$ cat config.mk
export PLATFORM = sky130hd
export DESIGN_NAME = hazard_ctrl
export DESIGN_NICKNAME = d
export VERILOG_FILES = /design/src/rtl/hazard_ctrl.sv
export SDC_FILE = /design/constraint.sdc
export NUM_CORES = 1
export LEC_CHECK = 0
export BUFFER_PORTS_ARGS = -buffer_cell sky130_fd_sc_hd__buf_2
export CELL_PAD_IN_SITES_DETAIL_PLACEMENT = 1
export CELL_PAD_IN_SITES_GLOBAL_PLACEMENT = 1
export CORE_MARGIN = 8
export CORE_UTILIZATION = 33
export CTS_CLUSTER_SIZE = 16
export DETAILED_ROUTE_END_ITERATION = 10
export HOLD_SLACK_MARGIN = 0.03
export PLACE_DENSITY = 0.87
export SYNTH_ARGS = -nofsm -noshare
export SYNTH_HDL_FRONTEND = slang
export SYNTH_SLANG_ARGS = --single-unit
$ cat constraint.sdc
create_clock -name clk -period 2.5 [get_ports clk]
set_input_delay 0.5 -clock clk [delete_from_list [all_inputs] [get_ports clk]]
set_output_delay 0.5 -clock clk [all_outputs]
set_load 0.02 [all_outputs]
$ cat src/rtl/hazard_ctrl.sv
// Pipeline hazard sequencer: load-use/RAW stalls, branch flushes, mul/div holds.
// Optional EX-stage operand forwarding enabled by defining FORWARD_EN.
//
// state   | meaning
// RUN     | normal issue; branch, mul/div start and data hazards evaluated
// MD_WAIT | mul/div busy; front end stalled, EX held until count reaches 0
module hazard_ctrl #(
  parameter int REG_AW     = 5,
  parameter int MD_LATENCY = 32,
  parameter int CNT_W      = 16
) (
  input  logic              clk,
  input  logic              rst,
  input  logic [REG_AW-1:0] id_rs_i,
  input  logic [REG_AW-1:0] id_rt_i,
  input  logic              id_uses_rt_i,
  input  logic [REG_AW-1:0] ex_rs_i,
  input  logic [REG_AW-1:0] ex_rt_i,
  input  logic [REG_AW-1:0] ex_rd_i,
  input  logic              ex_mem_read_i,
  input  logic              ex_reg_write_i,
  input  logic [REG_AW-1:0] mem_rd_i,
  input  logic              mem_reg_write_i,
  input  logic [REG_AW-1:0] wb_rd_i,
  input  logic              wb_reg_write_i,
  input  logic              branch_taken_i,
  input  logic              md_start_i,
  output logic              pc_write_o,
  output logic              if_id_write_o,
  output logic              if_id_flush_o,
  output logic              id_ex_flush_o,
  output logic              ex_hold_o,
  output logic              ex_mem_flush_o,
  output logic              md_done_o,
  output logic [1:0]        fwd_a_o,
  output logic [1:0]        fwd_b_o,
  output logic [CNT_W-1:0]  stall_cnt_o
);

  typedef enum logic [0:0] {RUN, MD_WAIT} state_t;

  state_t           state;
  logic [CNT_W-1:0] md_cnt;
  logic             hit_ex;
  logic             hit_mem;
  logic             data_stall;
  logic [1:0]       fwd_a_sel;
  logic [1:0]       fwd_b_sel;

  // Register 0 is hardwired, so it never creates a dependency.
  function automatic logic match(input logic [REG_AW-1:0] r, input logic [REG_AW-1:0] x);
    return (r != '0) && (r == x);
  endfunction

  always_comb begin
    hit_ex  = match(ex_rd_i, id_rs_i) || (id_uses_rt_i && match(ex_rd_i, id_rt_i));
    hit_mem = match(mem_rd_i, id_rs_i) || (id_uses_rt_i && match(mem_rd_i, id_rt_i));
`ifdef FORWARD_EN
    data_stall = ex_mem_read_i && hit_ex;
    fwd_a_sel  = (mem_reg_write_i && match(mem_rd_i, ex_rs_i)) ? 2'b10 :
                 (wb_reg_write_i  && match(wb_rd_i,  ex_rs_i)) ? 2'b01 : 2'b00;
    fwd_b_sel  = (mem_reg_write_i && match(mem_rd_i, ex_rt_i)) ? 2'b10 :
                 (wb_reg_write_i  && match(wb_rd_i,  ex_rt_i)) ? 2'b01 : 2'b00;
`else
    data_stall = ((ex_mem_read_i || ex_reg_write_i) && hit_ex) || (mem_reg_write_i && hit_mem);
    fwd_a_sel  = 2'b00;
    fwd_b_sel  = 2'b00;
`endif
  end

`ifndef FORWARD_EN
  logic unused_fwd_inputs;
  assign unused_fwd_inputs = ^{ex_rs_i, ex_rt_i, wb_rd_i, wb_reg_write_i};
`endif

  always_comb begin
    pc_write_o     = 1'b1;
    if_id_write_o  = 1'b1;
    if_id_flush_o  = 1'b0;
    id_ex_flush_o  = 1'b0;
    ex_hold_o      = 1'b0;
    ex_mem_flush_o = 1'b0;
    md_done_o      = 1'b0;
    fwd_a_o        = 2'b00;
    fwd_b_o        = 2'b00;
    if (!rst) begin
      fwd_a_o = fwd_a_sel;
      fwd_b_o = fwd_b_sel;
      if (state == MD_WAIT || (!branch_taken_i && md_start_i)) begin
        pc_write_o     = 1'b0;
        if_id_write_o  = 1'b0;
        ex_hold_o      = 1'b1;
        ex_mem_flush_o = 1'b1;
        md_done_o      = (state == MD_WAIT) && (md_cnt == '0);
      end else if (branch_taken_i) begin
        if_id_flush_o = 1'b1;
        id_ex_flush_o = 1'b1;
      end else if (data_stall) begin
        pc_write_o    = 1'b0;
        if_id_write_o = 1'b0;
        id_ex_flush_o = 1'b1;
      end
    end
  end

  always_ff @(posedge clk or posedge rst) begin
    if (rst) begin
      state       <= RUN;
      md_cnt      <= '0;
      stall_cnt_o <= '0;
    end else begin
      case (state)
        RUN: begin
          if (!branch_taken_i && md_start_i) begin
            md_cnt <= CNT_W'(MD_LATENCY - 2);
            state  <= MD_WAIT;
          end
        end
        MD_WAIT: begin
          if (md_cnt == '0) state <= RUN;
          else              md_cnt <= md_cnt - CNT_W'(1);
        end
        default: state <= RUN;
      endcase
      if (!pc_write_o && stall_cnt_o != '1) stall_cnt_o <= stall_cnt_o + CNT_W'(1);
    end
  end

endmodule

==> tab_implementation.tex <==
\begin{tabular}{lr}
\hline
Metric & Value \\
\hline
\multicolumn{2}{l}{\textbf{Timing}} \\
\quad Share of the cycle needed by the critical path after routing & between 90 and 100\% \\
\quad Setup violation total in the final timing report & 0 \\
\quad RSZ-0062 raised after global routing & true \\
\quad Worst Hold Margin & 0.426 ns \\
\quad Max-Slew Margin vs Limit & approximately 54\% \\
\quad Number of hold violations in the final report & 0 \\
\quad Time the final worst path needs with I/O delays and setup & about 2.5 ns \\
\quad Setup total negative slack & 0 ns \\
\quad Max Clock Freq & just over 400 MHz \\
\quad Max Transition Viols Final & 0 \\
\quad Final WS setup & 0.0287 ns \\
\quad Worst slew pin tran & roughly 0.7 ns \\
\quad Worst Clk Skew & 0.00479 ns \\
\multicolumn{2}{l}{\textbf{Global route}} \\
\quad Antenna violations before repair & 0 \\
\quad Wire length of the first global-routing pass & between 9 and 10 mm \\
\quad Total global-route track usage & between 10\% and 20\% \\
\quad Vias in the first global route & around 1900 \\
\quad Pin count of the biggest net entering global routing & 34 \\
\quad Congestion Overflow GR & 0 \\
\multicolumn{2}{l}{\textbf{Run status}} \\
\quad Run status & finished, final reports clean \\
\multicolumn{2}{l}{\textbf{Synth}} \\
\quad Top FF cell, synth & sky130\_fd\_sc\_hd\_\_dfrtp\_1 \\
\quad Count of mapped cells out of synthesis & approximately 200 \\
\quad Post-Synthesis Cell Area & slightly below 0.002 sq mm \\
\quad Count of synthesis-stage warnings from yosys & 0 \\
\quad Number of flops mapped to enable cells by yosys & 0 \\
\quad Number of distinct library cells after synthesis & 40 \\
\quad Fraction of registers with async set/reset & between 90\% and 100\% \\
\quad Share of synthesized area occupied by flip-flops and latches & 41.6\% \\
\quad Flop and latch count out of synthesis & 33 \\
\quad Mean cell area of the mapped netlist & roughly 9.6 sq um \\
\multicolumn{2}{l}{\textbf{Clocking}} \\
\quad TritonCTS sink count & 33 \\
\quad Number of buffers added by the clock tree synthesis step & 5 \\
\quad Maximum root-to-sink buffer count & 2 \\
\quad Root buffer cell & sky130\_fd\_sc\_hd\_\_clkbuf\_8 \\
\quad H-tree level count & 2 \\
\quad TritonCTS clock tree & built \\
\quad Clock latency on the worst-skew pair & approximately 0.28 ns \\
\quad Clk pin slew, worst setup/hold paths & roughly 0.060 ns \\
\multicolumn{2}{l}{\textbf{Layout}} \\
\quad Layout cell share with drive strength beyond 1 & between 30\% and 40\% \\
\quad Register Area & $\sim$830 sq um \\
\quad Layout area overhead & 27.9\% \\
\quad Number of nets in the layout & $\sim$320 \\
\quad \# fillers & 718 \\
\quad Number of diodes added for antenna fixing & 0 \\
\quad Post-route cell area & between 0.002 and 0.003 sq mm \\
\quad Final non-filler cell total & 349 \\
\quad Top library cells by usage in the layout, fill and taps aside & 46 x sky130\_fd\_sc\_hd\_\_buf\_2, 33 x sky130\_fd\_sc\_hd\_\_dfrtp\_1, 23 x sky130\_fd\_sc\_hd\_\_xor2\_1 \\
\quad Commonest non-fill, non-tap cell in the layout & sky130\_fd\_sc\_hd\_\_buf\_2 \\
\quad Area used by multi-input combinational logic & approximately 0.0011 sq mm \\
\multicolumn{2}{l}{\textbf{Die}} \\
\quad Vert. Die Dim & between 90 and 100 um \\
\quad Area of the placeable core & between 0.005 and 0.006 sq mm \\
\quad Die X-Extent & approximately 94 um \\
\quad Initial core utilization & 33.7\% \\
\quad Total die area & slightly below 0.009 sq mm \\
\quad Boundary pin count & between 70 and 80 \\
\quad Floorplan row count & 28 \\
\multicolumn{2}{l}{\textbf{Routing}} \\
\quad Via total after detailed routing & around 1800 \\
\quad Antenna viol nets, final & 0 \\
\quad Drt pass-1 iters & 4 \\
\quad Post-DR vias/cell & roughly 5 \\
\quad WL/cell & 15.9 um \\
\quad Total length of routed wires & roughly 5.5 mm \\
\quad Count of unresolved DRC violations after routing & 0 \\
\quad Initial detailed-routing violation count & 73 \\
\multicolumn{2}{l}{\textbf{Pwr}} \\
\quad Cell Pwr Density & around 820 mW/mm\^{}2 \\
\quad IR Drop Worst-Case VDD & between 500 and 600 uV \\
\quad Lkg Pwr & 1.18 nW \\
\multicolumn{2}{l}{\textbf{Placement}} \\
\quad \# placed instances & 330 \\
\quad PortBufs & 50 \\
\quad DP Worst Slack & -0.0518 ns \\
\quad Final weighted congestion in routability-driven placement & 0.825 \\
\quad Post-detailed-placement cell area & around 0.0023 sq mm \\
\quad HPWL reported at the end of detailed placement & around 4.2 mm \\
\multicolumn{2}{l}{\textbf{Critical path}} \\
\quad Signal arrival time at the worst endpoint & $\sim$2 ns \\
\quad Data required time of the critical path & 2.00 ns \\
\quad Crit-path max FO & 2 \\
\quad Capturing point of the worst reg2reg path & md\_cnt[11] \\
\quad Critical Setup Path Class & flop to output pin \\
\quad Setup slack on the worst flop-to-flop path & approximately 0.080 ns \\
\quad Depth of the worst register-to-register path & 9 \\
\quad Crit path launch type & flop \\
\quad Critical register-to-register path startpoint & md\_cnt[9] \\
\quad Critical Path Sink Type & output pin \\
\multicolumn{2}{l}{\textbf{Flow run}} \\
\quad Number of maximum-capacitance violations & 0 \\
\multicolumn{2}{l}{\textbf{Min path}} \\
\quad Worst hold path class & primary input to asynchronous set/reset pin \\
\hline
\end{tabular}
## power breakdown
group | internal (W) | leakage [nW] | switching (W)
clock | 0.000198 | 0.0395 | 0.000184
combinational | 0.000399 | 0.719 | 0.000424
sequential | 0.000708 | 0.421 | 0.000174
## synth_stat cells, types with 3 or more instances
library cell / count / share of area [%]
sky130_fd_sc_hd__a21oi_1: 7 / 1.8
sky130_fd_sc_hd__and3_1: 7 / 2.2
sky130_fd_sc_hd__buf_4: 6 / 2.3
sky130_fd_sc_hd__dfrtp_1: 33 / 42
sky130_fd_sc_hd__inv_1: 6 / 1.1
sky130_fd_sc_hd__nand2_1: 16 / 3.0
sky130_fd_sc_hd__nand3_1: 9 / 2.3
sky130_fd_sc_hd__nand4_1: 7 / 2.2
sky130_fd_sc_hd__nand4b_1: 3 / 1.3
sky130_fd_sc_hd__nor2_1: 19 / 3.6
sky130_fd_sc_hd__nor3_1: 6 / 1.5
sky130_fd_sc_hd__nor3b_1: 3 / 1.1
sky130_fd_sc_hd__nor4_1: 3 / 0.95
sky130_fd_sc_hd__o21ai_0: 4 / 1.0
sky130_fd_sc_hd__or3_1: 3 / 0.95
sky130_fd_sc_hd__xnor2_1: 20 / 8.8
sky130_fd_sc_hd__xor2_1: 24 / 11
## how the worst max path moves through the flow
stage          startpoint  slack [ns]               to
6_report        md_cnt[9]        0.03        md_done_o
5_1_grt         md_cnt[9]       -0.09        md_done_o
4_1_cts         md_cnt[9]       -0.04        md_done_o
3_5_place_dp   ex_rd_i[0]       -0.05   stall_cnt_o[1]
3_3_place_gp   ex_rd_i[0]      -0.003  stall_cnt_o[14]
2_1_floorplan  ex_rd_i[2]        0.01       pc_write_o
## stage by stage
step | util (%) | power [W]
CTS | 41.8 | 0.00207
finish | 43.2 | 0.00209
detailed placement | 39.5 | 0.00161
floorplan | - | 0.00139
global placement | 39.5 | 0.00157
global route | 43.2 | 0.00225
## logic make-up after synthesis
logic type                 after synthesis  synth area share, %
and+or+nand+nor                         89                 25.0
xor gates and xnor gates                44                 19.4
DFF                                     33                 41.6
AOI/OAI and AO/OA                       19                 6.81
buffers and inverters                   16                 4.60
adders and majority gates                2                 1.26
muxes                                    2                 1.13
other                                    1                0.189
## flip-flops by register name, indices dropped and copies added, names as in the netlist
| signal | flops |
|---|---|
| md_cnt | 16 |
| stall_cnt_o | 16 |
| state | 1 |
## layer usage
layer  GRT usage (%)  wire length [um]  vias to the layer above
met4            2.91                47                        0
met5               0                 0                        -
met2            22.1              2850                       27
li1                -                 -                      838
met3            3.69               200                        4
met1            15.4              2450                      893
## critical path, stage by stage (launching register included)
cell                      delay [ns]
sky130_fd_sc_hd__dfrtp_1        0.37
sky130_fd_sc_hd__or4_4          0.56
sky130_fd_sc_hd__nor4b_4        0.27
sky130_fd_sc_hd__nand4_1        0.17
sky130_fd_sc_hd__nor2_1         0.16
sky130_fd_sc_hd__buf_4          0.16
## area by class of cell
cell class              count  share of cell area, %
clock buffers               8                   3.15
inverters                   6                   1.03
multi-input cells         160                   43.9
flip-flops and latches     33                   32.5
well taps                  75                   3.69
repair buffers             67                   15.7
## repair_timing
item,4_1_cts,5_1_grt
cloned,0,0
setup endpoints to repair,3,4
hold buffers,0,0
buffers inserted,6,5
pin swaps,4,10
gates resized for setup,2,11
No activity file was read; power rests on OpenSTA's default activity.
